$ cat config.mk
export PLATFORM = sky130hd
export DESIGN_NAME = uart_tx_ctrl_flat
export DESIGN_NICKNAME = d
export VERILOG_FILES = /design/src/rtl/uart_tx_ctrl_if.sv /design/src/rtl/uart_tx_ctrl.sv /design/src/flat_wrapper.sv
export SDC_FILE = /design/constraint.sdc
export NUM_CORES = 1
export LEC_CHECK = 0
export CAP_MARGIN = 20
export CORE_MARGIN = 5
export CORE_UTILIZATION = 30
export CTS_CLUSTER_SIZE = 40
export DETAILED_ROUTE_END_ITERATION = 6
export GPL_TIMING_DRIVEN = 0
export PLACE_DENSITY = 0.54
export SYNTH_ARGS = -nofsm -noshare
export SYNTH_HDL_FRONTEND = slang
export SYNTH_SLANG_ARGS = --single-unit
$ cat constraint.sdc
create_clock -name clk_i -period 2.1 [get_ports clk_i]
set_input_delay 0.42 -clock clk_i [delete_from_list [all_inputs] [get_ports clk_i]]
set_output_delay 0.42 -clock clk_i [all_outputs]
set_load 0.05 [all_outputs]
$ cat src/rtl/uart_tx_ctrl_if.sv
// Host byte handshake, frame-register hookup and serial outputs of the UART transmit sequencer.
// The master side drives bytes and returns the registered frame; the slave side is the sequencer.
interface uart_tx_ctrl_if;
    logic [7:0]  tx_data;
    logic        tx_valid;
    logic        tx_ready;
    logic [10:0] frame_data;
    logic        frame_load;
    logic [10:0] frame_q;
    logic        tx;
    logic        busy;
    logic        frame_done;

    modport master (
        output tx_data, tx_valid, frame_q,
        input  tx_ready, frame_data, frame_load, tx, busy, frame_done
    );

    modport slave (
        input  tx_data, tx_valid, frame_q,
        output tx_ready, frame_data, frame_load, tx, busy, frame_done
    );
endinterface

$ cat src/rtl/uart_tx_ctrl.sv
// UART transmit sequencer: latches a byte, strobes it into the external frame register,
// then shifts the registered frame out on tx at CLKS_PER_BIT clocks per bit.
//
// state | meaning
// IDLE  | line high, ready for a byte
// LOAD  | one cycle, frame register captures frame_data
// SEND  | walking frame_q[0..10] out on tx
module uart_tx_ctrl #(
    parameter int CLKS_PER_BIT = 868,
    parameter int PARITY_ODD   = 0
) (
    input  logic          clk_i,
    input  logic          rst_i,
    uart_tx_ctrl_if.slave bus
);
    localparam int               CNT_W    = (CLKS_PER_BIT > 1) ? $clog2(CLKS_PER_BIT) : 1;
    localparam logic [CNT_W-1:0] CNT_LAST = CNT_W'(CLKS_PER_BIT - 1);
    localparam logic [3:0]       LAST_BIT = 4'd10;

    typedef enum logic [1:0] {
        IDLE = 2'd0,
        LOAD = 2'd1,
        SEND = 2'd2
    } state_t;

    state_t           state_q, state_d;
    logic [7:0]       data_hold_q, data_hold_d;
    logic [3:0]       bit_idx_q, bit_idx_d;
    logic [CNT_W-1:0] baud_cnt_q, baud_cnt_d;
    logic             tx_q, tx_d;
    logic             frame_done_q, frame_done_d;
    logic             parity;

    always_comb parity = (^data_hold_q) ^ (PARITY_ODD != 0);

    always_comb begin
        state_d      = state_q;
        data_hold_d  = data_hold_q;
        bit_idx_d    = bit_idx_q;
        baud_cnt_d   = baud_cnt_q;
        tx_d         = tx_q;
        frame_done_d = 1'b0;
        case (state_q)
            IDLE: begin
                if (bus.tx_valid) begin
                    data_hold_d = bus.tx_data;
                    state_d     = LOAD;
                end
            end
            LOAD: begin
                state_d    = SEND;
                bit_idx_d  = 4'd0;
                baud_cnt_d = '0;
                // frame_q is being loaded on this same edge; the start bit is a constant 0
                tx_d       = 1'b0;
            end
            SEND: begin
                if (baud_cnt_q == CNT_LAST) begin
                    if (bit_idx_q == LAST_BIT) begin
                        state_d      = IDLE;
                        frame_done_d = 1'b1;
                        tx_d         = 1'b1;
                    end else begin
                        bit_idx_d  = bit_idx_q + 4'd1;
                        baud_cnt_d = '0;
                        tx_d       = bus.frame_q[bit_idx_q + 4'd1];
                    end
                end else begin
                    baud_cnt_d = baud_cnt_q + CNT_W'(1);
                end
            end
            default: state_d = IDLE;
        endcase
    end

    always_ff @(posedge clk_i) begin
        if (rst_i) begin
            state_q      <= IDLE;
            data_hold_q  <= '0;
            bit_idx_q    <= '0;
            baud_cnt_q   <= '0;
            tx_q         <= 1'b1;
            frame_done_q <= 1'b0;
        end else begin
            state_q      <= state_d;
            data_hold_q  <= data_hold_d;
            bit_idx_q    <= bit_idx_d;
            baud_cnt_q   <= baud_cnt_d;
            tx_q         <= tx_d;
            frame_done_q <= frame_done_d;
        end
    end

    assign bus.tx_ready   = (state_q == IDLE);
    assign bus.busy       = (state_q != IDLE);
    assign bus.frame_load = (state_q == LOAD);
    assign bus.frame_data = {1'b1, parity, data_hold_q, 1'b0};
    assign bus.tx         = tx_q;
    assign bus.frame_done = frame_done_q;
endmodule

$ cat src/flat_wrapper.sv
// flat-port wrapper written by rule: the top's interface ports become plain ports
module uart_tx_ctrl_flat 
#(
    parameter int CLKS_PER_BIT = 868,
    parameter int PARITY_ODD   = 0
)
  (clk_i, rst_i, bus_tx_data, bus_tx_valid, bus_frame_q, bus_tx_ready, bus_frame_data, bus_frame_load, bus_tx, bus_busy, bus_frame_done);
  uart_tx_ctrl_if bus_i ();
  input  logic clk_i;
  input  logic rst_i;
  input wire logic [$bits(bus_i.tx_data)-1:0] bus_tx_data;
  input wire logic [$bits(bus_i.tx_valid)-1:0] bus_tx_valid;
  input wire logic [$bits(bus_i.frame_q)-1:0] bus_frame_q;
  output wire logic [$bits(bus_i.tx_ready)-1:0] bus_tx_ready;
  output wire logic [$bits(bus_i.frame_data)-1:0] bus_frame_data;
  output wire logic [$bits(bus_i.frame_load)-1:0] bus_frame_load;
  output wire logic [$bits(bus_i.tx)-1:0] bus_tx;
  output wire logic [$bits(bus_i.busy)-1:0] bus_busy;
  output wire logic [$bits(bus_i.frame_done)-1:0] bus_frame_done;
  assign bus_i.tx_data = bus_tx_data;
  assign bus_i.tx_valid = bus_tx_valid;
  assign bus_i.frame_q = bus_frame_q;
  assign bus_tx_ready = bus_i.tx_ready;
  assign bus_frame_data = bus_i.frame_data;
  assign bus_frame_load = bus_i.frame_load;
  assign bus_tx = bus_i.tx;
  assign bus_busy = bus_i.busy;
  assign bus_frame_done = bus_i.frame_done;
  uart_tx_ctrl #(.CLKS_PER_BIT(CLKS_PER_BIT), .PARITY_ODD(PARITY_ODD)) u_core (.clk_i(clk_i), .rst_i(rst_i), .bus(bus_i));
endmodule
Word level (Yosys, flattened, before mapping)
Cells that the tools add are included.
- register bits: 26
- word-level logic and storage cells: 46
- input bits: 22
- bits in writable memories: 0
- ROM bits: 0
- output and inout bits: 16
- memories: 0
- bits in latches: 0
- reductions and logical operators: 10
- shift operators: 0
- add/subtract/negate cells: 2
- eq/ne operators: 9
- order comparisons: 1
- divide/modulo/power cells: 0
- mux-type cells: 16
- bitwise operators: 2
- multiply operators: 0
- operators by type and width (kind ; count):
    $mux 10 ; 2
    $pmux 10 s2 ; 1
    $add 10x1->10 const B ; 1
    $eq 10x10->1 const B ; 1
    $mux 4 ; 2
    $pmux 4 s2 ; 1
    $reduce_xor 8->1 ; 1
    $mux 2 ; 3
    $pmux 2 s3 ; 1
    $reduce_and 2->1 ; 3
    $reduce_and 3->1 ; 2
    $lt 4x5->1 const B ; 1
    $add 4x1->4 const B ; 1
    $bmux 1 s4 ; 1
    $eq 4x4->1 const B ; 1
    $mux 1 ; 4
    $ne 2x1->1 const B ; 2
    $ne 2x2->1 const B ; 2
    $reduce_bool 2->1 ; 2
    $ne 3x3->1 const B ; 1
    $reduce_or 3->1 ; 1
    $eq 2x1->1 const B ; 1
    $eq 2x2->1 const B ; 1
    $logic_not 2->1 ; 1
    2 further kinds ; 3

Logic depth before layout (Yosys ltp)
Gate-level depths: netlist of the first run.
- depth in word-level cells: 6
- mapped depth: 6
- mapped depth without buffers: 6

Worst setup path after synthesis of the first run
Ideal clock, no wire load.
- kind: reg-to-reg
- start: register u_core.state_q[0]
- end: register u_core.state_q[1]
- data arrival time: 1902 ps
- data required time: 1980 ps
- clock period less this slack: 2022 ps
- setup time: 120 ps
- cell stages (with the launch flop): 7
- path buffers: 1
- setup slack: 78 ps
- path through: dfxtp_1 > inv_1 > ha_1 > clkbuf_1 > inv_1 > o22a_1 > mux2i_1
- longest elaborated chain between the ends: 3
- elaborated cells between the ends (all ways): 8
- those cells by class: eq/ne (5); mux (1); reduce/logical (2)
- ends and longest elaborated chain (element ; line ; RTL):
    start: declaration ; uart_tx_ctrl.sv:26 ; state_t state_q, state_d;
    start signal: assignment ; uart_tx_ctrl.sv:85 ; state_q <= state_d;
    $logic_not 2->1 * ; n/a ;
    net bus_tx_ready ; flat_wrapper.sv:14 ; output wire logic [$bits(bus_i.tx_ready)-1:0] bus_tx_ready;
    $ne 2x2->1 (no line) ; n/a ;
    $reduce_and 3->1 (no line) ; n/a ;
Mark *: on every way through the listed nets, which the timed path passes. The rest lies on a longest branch.
A chain may end at the register's enable or synchronous reset.

Worst setup path after layout of the first run
- start: register u_core.baud_cnt_q[1]
- end: register u_core.baud_cnt_q[2]
- longest elaborated chain between the ends: 3
- elaborated cells between the ends (all ways): 6
- those cells by class: add/sub (1); eq/ne (2); mux (2); reduce/logical (1)
- ends and longest elaborated chain (element ; line ; RTL):
    start: declaration ; uart_tx_ctrl.sv:29 ; logic [CNT_W-1:0] baud_cnt_q, baud_cnt_d;
    start signal: assignment ; uart_tx_ctrl.sv:88 ; baud_cnt_q <= baud_cnt_d;
    $add 10x1->10 or $eq 10x10->1 (tied branches) ; uart_tx_ctrl.sv:69, uart_tx_ctrl.sv:58 ;
    $mux 10 or $ne 3x3->1 (tied branches) ; n/a ;
    $pmux 10 s2 or $reduce_and 2->1 (tied branches) ; n/a ;
Several ways; a longest one is shown, not always the timed one.

==> flow_metrics.env, run 1 <==
export IMPL_final_util_pct=40.8
export IMPL_grt_pass1_vias=1255
export IMPL_clock_sinks=26
export IMPL_cts_buffers=3
export IMPL_grt_usage_pct=11.9
export IMPL_avgSynthCellArea_um2=8.87
export IMPL_antenna_cells=0
export IMPL_initial_core_util_pct=30.4
export IMPL_h_tree_depth=1
export IMPL_tightest_slew_ns=0.515
export IMPL_num_io_pins=38
export IMPL_power_leakage_nw=0.731
export IMPL_place_inst=276
export IMPL_r2r_start="u_core.baud_cnt_q[1]$_SDFFE_PP0P_"
export IMPL_hold_viol=0
export IMPL_required_ns=2.27
export IMPL_clockBufferDepth=2
export IMPL_relSlewSlack_pct=65.8
export IMPL_setup_viol=0
export IMPL_path_class="register to register"
export IMPL_min_from="u_core.data_hold_q[3]$_SDFFE_PP0P_"
export IMPL_skew_ns=0.00100
export IMPL_drt_iter0_drc=28
export IMPL_hold_depth=2
export IMPL_cap_violations=0
export IMPL_rows=26
export IMPL_yosysSeqAreaShare_pct=34.1
export IMPL_grt_ovfl_total=0
export IMPL_stdcell_count=280
export IMPL_hold_class="register to register"
export IMPL_critPathMaxStageDelay_ns=0.53
export IMPL_grt_first_pass_wirelength_um=6110
export IMPL_cts_setup_buffers=0
export IMPL_synthesis_area_um2=1530
export IMPL_power_density_nw_per_um2=1030
export IMPL_die_h_um=81.3
export IMPL_timing_rr_end="u_core.baud_cnt_q[2]$_SDFFE_PP0P_"
export IMPL_core_area_um2=5010
export IMPL_cp_max_fo=6
export IMPL_clk_pin_slew_ns=0.09
export IMPL_dieArea_um2=6610
export IMPL_wire_per_inst_um=13.4
export IMPL_place_area_um2=1950
export IMPL_grt_max_degree=16
export IMPL_cp_end_kind="register"
export IMPL_post_route_min_period_ns=2.04
export IMPL_yosys_cell_types_count=43
export IMPL_vdd_drop_max_v=0.000506
export IMPL_start_kind="register"
export IMPL_finalMaxSlewViolations=0
export IMPL_ys_seq_elements=26
export IMPL_ys_warn_count=0
export IMPL_drc_errors=0
export IMPL_gp_congestion=0.765
export IMPL_reg2reg_setup_slack_ns=0.06
export IMPL_whs_endpoint="u_core.data_hold_q[3]$_SDFFE_PP0P_"
export IMPL_max_freq_mhz=490
export IMPL_tritoncts="built"
export IMPL_cts_hold_buf=0
export IMPL_vias=1359
export IMPL_period_share_pct=97.1
export IMPL_crit_chain="ha_2, or4b_4, o41ai_4, or3_1, a21oi_1"
export IMPL_status="complete, no violations"
export IMPL_n_fill_cell=541
export IMPL_ant_nets=0
export IMPL_die_x_um=81.3
export IMPL_drtPass1Iterations=4
export IMPL_viasPerCell=4.85
export IMPL_cp_slowest_cell="or4b_4"
export IMPL_design_area_um2=2040
export IMPL_routed_wirelength_um=3740
export IMPL_nets=240
export IMPL_synthesis_nets=201
export IMPL_place_hpwl_um=2840
export IMPL_clk_latency_ns=0.27
export IMPL_syn_to_final_growth_pct=34.0
export IMPL_drive_gt1_share_pct=11.4
export IMPL_crit_arrival_ns=2.21
export IMPL_cts_root_buf="clkbuf_8"
export IMPL_syn_inst=172
export IMPL_antenna_found_initial=0
export IMPL_reg2regPathDepth=5
export IMPL_io_buffers=34
-- placed cells by master (no fill, tap or decap), types with 3 or more instances in the layout --
cell	Yosys	routed
nand2b_1	4	4
mux2i_1	4	4
nand3b_1	4	4
nor2_1	11	11
xor2_1	8	8
nand3_1	13	13
clkbuf_1	5	4
dfxtp_1	26	24
nand2_1	15	15
clkdlybuf4s50_1	0	30
nand4_1	7	7
a21oi_1	11	11
a41oi_1	3	3
a31oi_1	3	3
clkbuf_8	0	3
xnor2_1	7	7
ha_1	7	5
buf_4	3	3
inv_1	8	8
-- cell usage after synthesis (all sizes together) --
cell	number	area share (%)
mux4	2	3.0
o22a	1	0.57
nor2b	1	0.41
a21oi	11	3.6
clkbuf	5	1.2
xor2	8	4.6
nand2	15	3.7
a31oi	3	1.2
and2	1	0.41
mux2	1	0.74
xnor2	7	4.0
nand2b	4	1.6
and3	2	0.82
o21bai	1	0.74
and3b	1	0.57
or3	2	0.82
dfxtp	26	34
o21ai	3	0.98
nor4b	1	0.98
or4b	1	0.90
buf	3	1.5
and4	1	0.57
nor3	1	1.1
nand4	7	2.9
a22oi	1	0.49
nand3	13	4.3
ha	7	5.7
conb	2	0.49
o41ai	2	2.4
nand3b	4	2.0
o32ai	1	0.57
nand4b	1	0.57
a311oi	2	1.1
mux2i	4	2.6
nor4	2	0.82
inv	9	2.2
nor2	11	2.7
a41o	1	0.66
a41oi	3	1.7
or3b	1	0.57
-- registers in the layout, indices dropped and copies added (netlist names) --
signal	flops
u_core.state_q	2
u_core.bus.tx	1
u_core.bit_idx_q	4
u_core.data_hold_q	8
u_core.bus.frame_done	1
u_core.baud_cnt_q	10
-- cells by family after synthesis --
logic type | count (synthesis) | share of synthesized area (%)
other | 2 | 0.492
DFF | 26 | 34.1
muxes | 7 | 6.32
AOI/OAI and AO/OA | 29 | 14.1
xor gates and xnor gates | 15 | 8.61
buffers and inverters | 17 | 4.92
adders and majority gates | 7 | 5.74
and+or+nand+nor | 69 | 25.7
-- metal layers --
layer  GRT usage [%]  up-vias  share of wire, %
li1                -      698                 -
met1            15.8      621                47
met2            19.7       36                46
met3            2.00        4               6.0
met4            3.55        0              0.80
met5               0        -                 0
-- worst max path at each step --
stage          slack, ns                           endpoint                              start
2_1_floorplan       0.08     u_core.state_q[1]$_SDFFE_PP0P_     u_core.state_q[0]$_SDFFE_PP0P_
3_3_place_gp       -0.13                           bus_busy     u_core.state_q[0]$_SDFFE_PP0P_
3_5_place_dp       -0.13                           bus_busy     u_core.state_q[0]$_SDFFE_PP0P_
4_1_cts            0.001  u_core.baud_cnt_q[2]$_SDFFE_PP0P_  u_core.baud_cnt_q[0]$_SDFFE_PP0P_
5_1_grt            -0.02  u_core.baud_cnt_q[8]$_SDFFE_PP0P_  u_core.baud_cnt_q[1]$_SDFFE_PP0P_
6_report            0.06  u_core.baud_cnt_q[2]$_SDFFE_PP0P_  u_core.baud_cnt_q[1]$_SDFFE_PP0P_
-- worst max-delay path, delay by kind of cell, from the launching register on --
kind | cells | cell delay, ns
flops | 1 | 0.42
fa+ha+maj | 1 | 0.27
simple gates | 2 | 0.70
compound gates | 2 | 0.55
-- report_power, final --
group | switching (mW) | leakage [nW] | internal [mW] | total (mW)
Sequential | 0.0433 | 0.212 | 0.545 | 0.588
Clock | 0.168 | 0.0357 | 0.255 | 0.423
Combinational | 0.714 | 0.483 | 0.374 | 1.09
Total | 0.925 | 0.731 | 1.17 | 2.10
-- through the flow --
stage | setup slack (ns) | TNS [ns] | total power, mW | hold WS [ns]
finish | 0.0603 | 0 | 2.10 | 0.484
global route | -0.0196 | -0.0196 | 2.23 | 0.516
CTS | 0.00121 | 0 | 2.13 | 0.489
detailed placement | -0.132 | -0.280 | 1.72 | 0.475
global placement | -0.134 | -0.355 | 1.72 | 0.475
floorplan | 0.0779 | 0 | 1.40 | 0.466
-- layout make-up --
type	count	area [um2]	share of cell area, %
tap	70	87.6	4.29
sequential	26	523	25.6
buffer	8	42.5	2.08
timing repair buffer	34	328	16.0
clock buffer	3	41.3	2.02
multi-input combinational	129	957	46.8
clock inverter	1	30.0	1.47
inverter	9	33.8	1.65
-- what timing repair did --
item,in CTS,in global routing
gates resized for setup,11,9
pin swaps,0,1
setup endpoints to repair,13,18
No activity file was read; power rests on OpenSTA's default activity.
==> run 2: changes to the inputs <==
CTS_CLUSTER_SIZE = 14   (was 40)
REMOVE_ABC_BUFFERS = 1   (was default)
==> run 2 against run 1 <==
Against the previous run:
- sequential power about the same
- cell count fell by 2.5%
- flip-flop and latch count unchanged
- non-clock buffer count down 7
- routed wire length decreased by 8.1%
- utilization shrank 0.17 points
- worst hold slack improved by 0.0025 ns
- clock-buffer cell count is the same
- register-to-register slack improved by 0.07 ns
- combinational power barely moved
- critical endpoint is now u_core.bus.tx$_SDFFE_PP1P_
==> flow_metrics.env, run 2 (same netlist as run 1, synthesis figures left out) <==
export IMPL_use_met2_pct=18.3
export IMPL_design_area_um2=2030
export IMPL_stdcell_count=273
export IMPL_ant_nets=0
export IMPL_post_route_min_period_ns=1.97
export IMPL_gp_congestion=0.723
export IMPL_n_fill_cell=533
export IMPL_required_ns=2.31
export IMPL_cap_violations=0
export IMPL_largestRegisters="u_core.baud_cnt_q (10), u_core.data_hold_q (8), u_core.bit_idx_q (4)"
export IMPL_io_buffers=35
export IMPL_setup_viol=0
export IMPL_setup_slack_ns=0.135
export IMPL_max_freq_mhz=509
export IMPL_num_io_pins=38
export IMPL_nets=233
export IMPL_drive_gt1_share_pct=9.85
export IMPL_vdd_drop_max_v=0.000554
export IMPL_grt_first_pass_wirelength_um=5790
export IMPL_rsz0062_at_grt="false"
export IMPL_mostFrequentLayoutCell="clkdlybuf4s50_1"
export IMPL_finalMaxSlewViolations=0
export IMPL_layout_common_cells="clkdlybuf4s50_1 (31), dfxtp_1 (25), nand2_1 (15), nand3_1 (13)"
export IMPL_tritoncts="built"
export IMPL_path_class="register to register"
export IMPL_clk_pin_slew_ns=0.09
export IMPL_top_usage_layer="met2"
export IMPL_hold_depth=2
export IMPL_clockBufferDepth=2
export IMPL_tightest_slew_ns=0.794
export IMPL_relSlewSlack_pct=46.9
export IMPL_power_leakage_nw=0.713
export IMPL_core_area_um2=5010
export IMPL_start_kind="register"
export IMPL_skew_ns=0.00554
export IMPL_vias=1325
export IMPL_routed_wirelength_um=3440
export IMPL_hold_class="register to register"
export IMPL_reg2reg_setup_slack_ns=0.13
export IMPL_wire_per_inst_um=12.6
export IMPL_antenna_found_initial=0
export IMPL_grt_max_degree=25
export IMPL_period_share_pct=93.6
export IMPL_tns_ns=0
export IMPL_cts_buffers=3
export IMPL_grt_usage_pct=11.3
export IMPL_initial_core_util_pct=30.4
export IMPL_antenna_cells=0
export IMPL_gr_usage_met1_pct=13.9
export IMPL_die_h_um=81.3
export IMPL_place_inst=269
export IMPL_rows=26
export IMPL_reg2regPathDepth=6
export IMPL_h_tree_depth=1
export IMPL_syn_to_final_growth_pct=33.4
export IMPL_dieArea_um2=6610
export IMPL_cts_hold_buf=0
export IMPL_final_util_pct=40.6
export IMPL_drc_errors=0
export IMPL_power_density_nw_per_um2=1010
export IMPL_grt_ovfl_total=0
export IMPL_clock_sinks=26
export IMPL_place_hpwl_um=2550
export IMPL_cp_end_kind="register"
export IMPL_grt_use_met3_pct=3.55
export IMPL_die_x_um=81.3
export IMPL_viasPerCell=4.85
export IMPL_clk_latency_ns=0.27
export IMPL_post_place_ws_ns=-0.0144
export IMPL_crit_arrival_ns=2.18
export IMPL_hold_viol=0
export IMPL_cts_root_buf="clkbuf_8"
export IMPL_place_area_um2=1920
export IMPL_top_register="u_core.baud_cnt_q"
export IMPL_largest_reg_flops=10
export IMPL_status="complete, no violations"
export IMPL_drtPass1Iterations=5
export IMPL_grt_pass1_vias=1255
export IMPL_drt_iter0_drc=78
export IMPL_cp_max_fo=6
run 2: cell count changes in the layout (fill, tap and decap cells not counted):
cell,change
dfxtp_2,-1
dlygate4sd2_1,-1
buf_2,-2
clkdlybuf4s15_2,+3
buf_4,-3
clkbuf_1,-4
clkbuf_2,-1
clkdlybuf4s50_1,+1
ha_2,-1
dfxtp_1,+1
ha_4,+1
run 2: path summary, 6_finish.rpt:
path,startpoint,to
max,u_core.bit_idx_q[0]$_SDFFE_PP0P_,u_core.bus.tx$_SDFFE_PP1P_
min,u_core.data_hold_q[6]$_SDFFE_PP0P_,u_core.data_hold_q[6]$_SDFFE_PP0P_
max reg2reg,u_core.bit_idx_q[0]$_SDFFE_PP0P_,u_core.bus.tx$_SDFFE_PP1P_
min reg2reg,u_core.data_hold_q[6]$_SDFFE_PP0P_,u_core.data_hold_q[6]$_SDFFE_PP0P_
run 2: power breakdown:
part / internal [mW] / leakage [nW] / switching (mW)
logic: 0.375 / 0.465 / 0.688
registers: 0.545 / 0.212 / 0.0429
clock network: 0.255 / 0.0357 / 0.158
total: 1.18 / 0.713 / 0.888
run 2: area by class of cell:
type	instances	area (um2)	area share, %
clock inverters	1	30.0	1.48
flip-flops and latches	26	522	25.6
multi-input cells	129	967	47.5
well taps	70	87.6	4.31
inverters	9	33.8	1.66
clock buffers	3	41.3	2.03
repair buffers	35	353	17.3
run 2: what timing repair did:
| action | 4_1_cts | 5_1_grt |
|---|---|---|
| cloned | 0 | 0 |
| setup buffers | 0 | 0 |
| pin swaps | 0 | 2 |
| resized for setup | 11 | 6 |
| setup endpoints to repair | 5 | 10 |
run 2: routing by layer:
layer  vias to the layer above  share of wire, %  routed length [um]
li1                        677                 -                   -
met1                       605                48                1650
met2                        38                45                1530
met3                         5               6.1                 209
met4                         0               1.3                  46
met5                         -                 0                   0
run 2: worst max-delay path, stage by stage (launching register included):
cell and delay, ns:
dfxtp_1 0.48, inv_2 0.10, ha_1 0.39, mux2i_1 0.15, mux2_2 0.27, or3b_1 0.36, a31oi_1 0.15
run 2: stage by stage:
stage	total power, mW	hold WS (ns)
after floorplan	1.35	0.465
after global placement	1.67	0.471
after detailed placement	1.67	0.476
after CTS	2.07	0.490
after global routing	2.20	0.519
final	2.06	0.486
==> run 3: changes to the inputs <==
ABC_AREA = 1   (was default)
PLACE_DENSITY = 0.53   (was 0.54)
RECOVER_POWER = 25   (was default)
TNS_END_PERCENT = 20   (was default)
==> run 3 against run 2 <==
Against the previous run:
- die area increased by 11%
- combinational power increased by 20%
- synthesized area increased by 13%
- total power increased by 7.9%
- fmax decreased by 1.1%
- non-clock buffer count unchanged
- critical path type is now register to output port
- critical endpoint is now bus_busy
- largest cell class unchanged
- highest routed layer unchanged
==> flow_metrics.env, run 3 <==
export IMPL_cp_end_kind="output port"
export IMPL_cts_root_buf="clkbuf_8"
export IMPL_hold_depth=2
export IMPL_ys_seq_elements=26
export IMPL_die_x_um=85.8
export IMPL_cts_hold_buf=0
export IMPL_max_freq_mhz=503
export IMPL_ant_nets=0
export IMPL_synth_most_common_cell="nand2_1"
export IMPL_largestRegisters="u_core.baud_cnt_q (10), u_core.data_hold_q (8), u_core.bit_idx_q (4)"
export IMPL_power_density_nw_per_um2=1030
export IMPL_grt_pass1_vias=1490
export IMPL_io_buffers=35
export IMPL_grt_first_pass_wirelength_um=6940
export IMPL_tritoncts="built"
export IMPL_avgSynthCellArea_um2=6.51
export IMPL_num_io_pins=38
export IMPL_grt_usage_pct=11.3
export IMPL_synth_top_area_cell="dfxtp_1"
export IMPL_final_util_pct=39.0
export IMPL_relSlewSlack_pct=60.6
export IMPL_place_hpwl_um=3130
export IMPL_synth_common_cells="nand2_1 (66), nor2_1 (46), inv_1 (28)"
export IMPL_vdd_drop_max_v=0.000852
export IMPL_gp_congestion=0.792
export IMPL_post_place_ws_ns=0.0199
export IMPL_synthArstFlopShare_pct=0
export IMPL_finalMaxSlewViolations=0
export IMPL_antenna_cells=0
export IMPL_syn_inst=265
export IMPL_hold_ws_ns=0.484
export IMPL_synth_edf_count=0
export IMPL_reg2regPathDepth=10
export IMPL_clock_sinks=26
export IMPL_cap_violations=0
export IMPL_tightest_slew_ns=0.591
export IMPL_status="complete, no violations"
export IMPL_drt_iter0_drc=63
export IMPL_antenna_found_initial=0
export IMPL_start_kind="register"
export IMPL_layout_common_cells="nand2_1 (66), nor2_1 (46), clkdlybuf4s50_1 (30), inv_1 (28), dfxtp_1 (26)"
export IMPL_hold_viol=0
export IMPL_vias=1635
export IMPL_setup_viol=0
export IMPL_cts_buffers=3
export IMPL_synth_top_flop_cell="dfxtp_1"
export IMPL_yosysSeqAreaShare_pct=30.2
export IMPL_drtPass1Iterations=4
export IMPL_cp_max_fo=3
export IMPL_clockBufferDepth=2
export IMPL_h_tree_depth=1
export IMPL_design_area_um2=2160
export IMPL_skew_ns=0.00502
export IMPL_n_fill_cell=619
export IMPL_post_route_min_period_ns=1.99
export IMPL_cts_setup_buffers=0
export IMPL_cp_slowest_cell="dlygate4sd2_1"
export IMPL_core_area_um2=5540
export IMPL_rsz0062_at_grt="false"
export IMPL_nets=326
export IMPL_drc_errors=0
export IMPL_crit_arrival_ns=1.57
export IMPL_required_ns=1.68
export IMPL_die_h_um=85.8
export IMPL_rows=27
export IMPL_dieArea_um2=7360
export IMPL_grt_ovfl_total=0
export IMPL_routed_wirelength_um=4120
export IMPL_yosys_cell_types_count=29
export IMPL_initial_core_util_pct=31.1
export IMPL_synthTopCellsByArea="dfxtp_1 (30%), nand2_1 (14%), nor2_1 (10%)"
export IMPL_critPathMaxStageDelay_ns=0.53
export IMPL_syn_to_final_growth_pct=25.5
export IMPL_tns_ns=0
export IMPL_top_register="u_core.baud_cnt_q"
export IMPL_crit_chain="inv_1, ha_1, inv_1, dlygate4sd2_1"
export IMPL_synth_top_area_share_pct=30.2
export IMPL_crit_top_cell="inv_1"
export IMPL_ys_warn_count=0
export IMPL_largest_reg_flops=10
export IMPL_viasPerCell=4.44
export IMPL_clk_latency_ns=0.27
export IMPL_synthesis_area_um2=1720
export IMPL_mostFrequentLayoutCell="nand2_1"
export IMPL_hold_class="register to register"
export IMPL_wire_per_inst_um=11.2
export IMPL_setup_slack_ns=0.113
export IMPL_path_class="register to output port"
export IMPL_clk_pin_slew_ns=0.09
export IMPL_place_area_um2=2120
export IMPL_grt_max_degree=17
export IMPL_period_share_pct=94.6
export IMPL_power_leakage_nw=0.871
export IMPL_drive_gt1_share_pct=9.12
run 3: area by class of cell:
type / count / area, um2 / share of cell area (%)
timing repair buffer: 35 / 342 / 15.8
clock buffer: 4 / 55.1 / 2.54
multi-input combinational: 200 / 1040 / 48.0
inverter: 31 / 118 / 5.44
tap: 72 / 90.1 / 4.16
sequential: 26 / 520 / 24.1
run 3: power by group:
group | switching, mW | total [mW] | internal [mW]
registers | 0.0659 | 0.630 | 0.564
logic | 0.882 | 1.27 | 0.385
clock network | 0.161 | 0.329 | 0.168
total | 1.11 | 2.23 | 1.12
run 3: worst paths after layout:
check                                                 startpoint                        endpoint  slack, ns
worst min register to register    u_core.state_q[1]$_SDFFE_PP0P_  u_core.state_q[1]$_SDFFE_PP0P_       0.48
worst min-delay path              u_core.state_q[1]$_SDFFE_PP0P_  u_core.state_q[1]$_SDFFE_PP0P_       0.48
worst max-delay path              u_core.state_q[0]$_SDFFE_PP0P_                        bus_busy       0.11
worst max register to register  u_core.bit_idx_q[0]$_SDFFE_PP0P_      u_core.bus.tx$_SDFFE_PP1P_       0.26
run 3: cells by family (layout without fill, tap and decap cells):
logic type               Yosys count  after routing  synth area share, %
AO/OA/AOI/OAI                     23             23                 7.62
adder cells (fa/ha/maj)            7              7                 5.08
XOR/XNOR                           9              9                 4.57
flip-flops                        26             26                 30.2
buffers and inverters             39             70                 9.58
other                              2              2                0.436
AND/OR/NAND/NOR                  159            159                 42.5
run 3: timing repair:
item                                    CTS  global route
endpoints found under the setup margin    4             1
hold endpoints to repair                  0             0
resized for setup                         5             1
run 3: layer usage:
| metal | up-vias | track usage (%) | wire [um] |
|---|---|---|---|
| li1 | 895 | - | - |
| met1 | 700 | 15.4 | 2040 |
| met2 | 38 | 18.0 | 1750 |
| met3 | 2 | 3.46 | 310 |
| met4 | 0 | 1.73 | 20 |
| met5 | - | 0 | 0 |
run 3: per-stage QoR:
stage,power [mW],cells
2_1_floorplan,1.58,257
3_3_place_gp,1.97,364
3_5_place_dp,1.99,364
4_1_cts,2.29,368
5_1_grt,2.39,368
6_report,2.23,368
run 3: worst max-delay path, delay by kind of cell, from the launching register on:
kind / cells / cell delay [ns]
flip-flops: 1 / 0.37
adder cells (fa/ha/maj): 1 / 0.23
buffers and inverters: 3 / 0.70
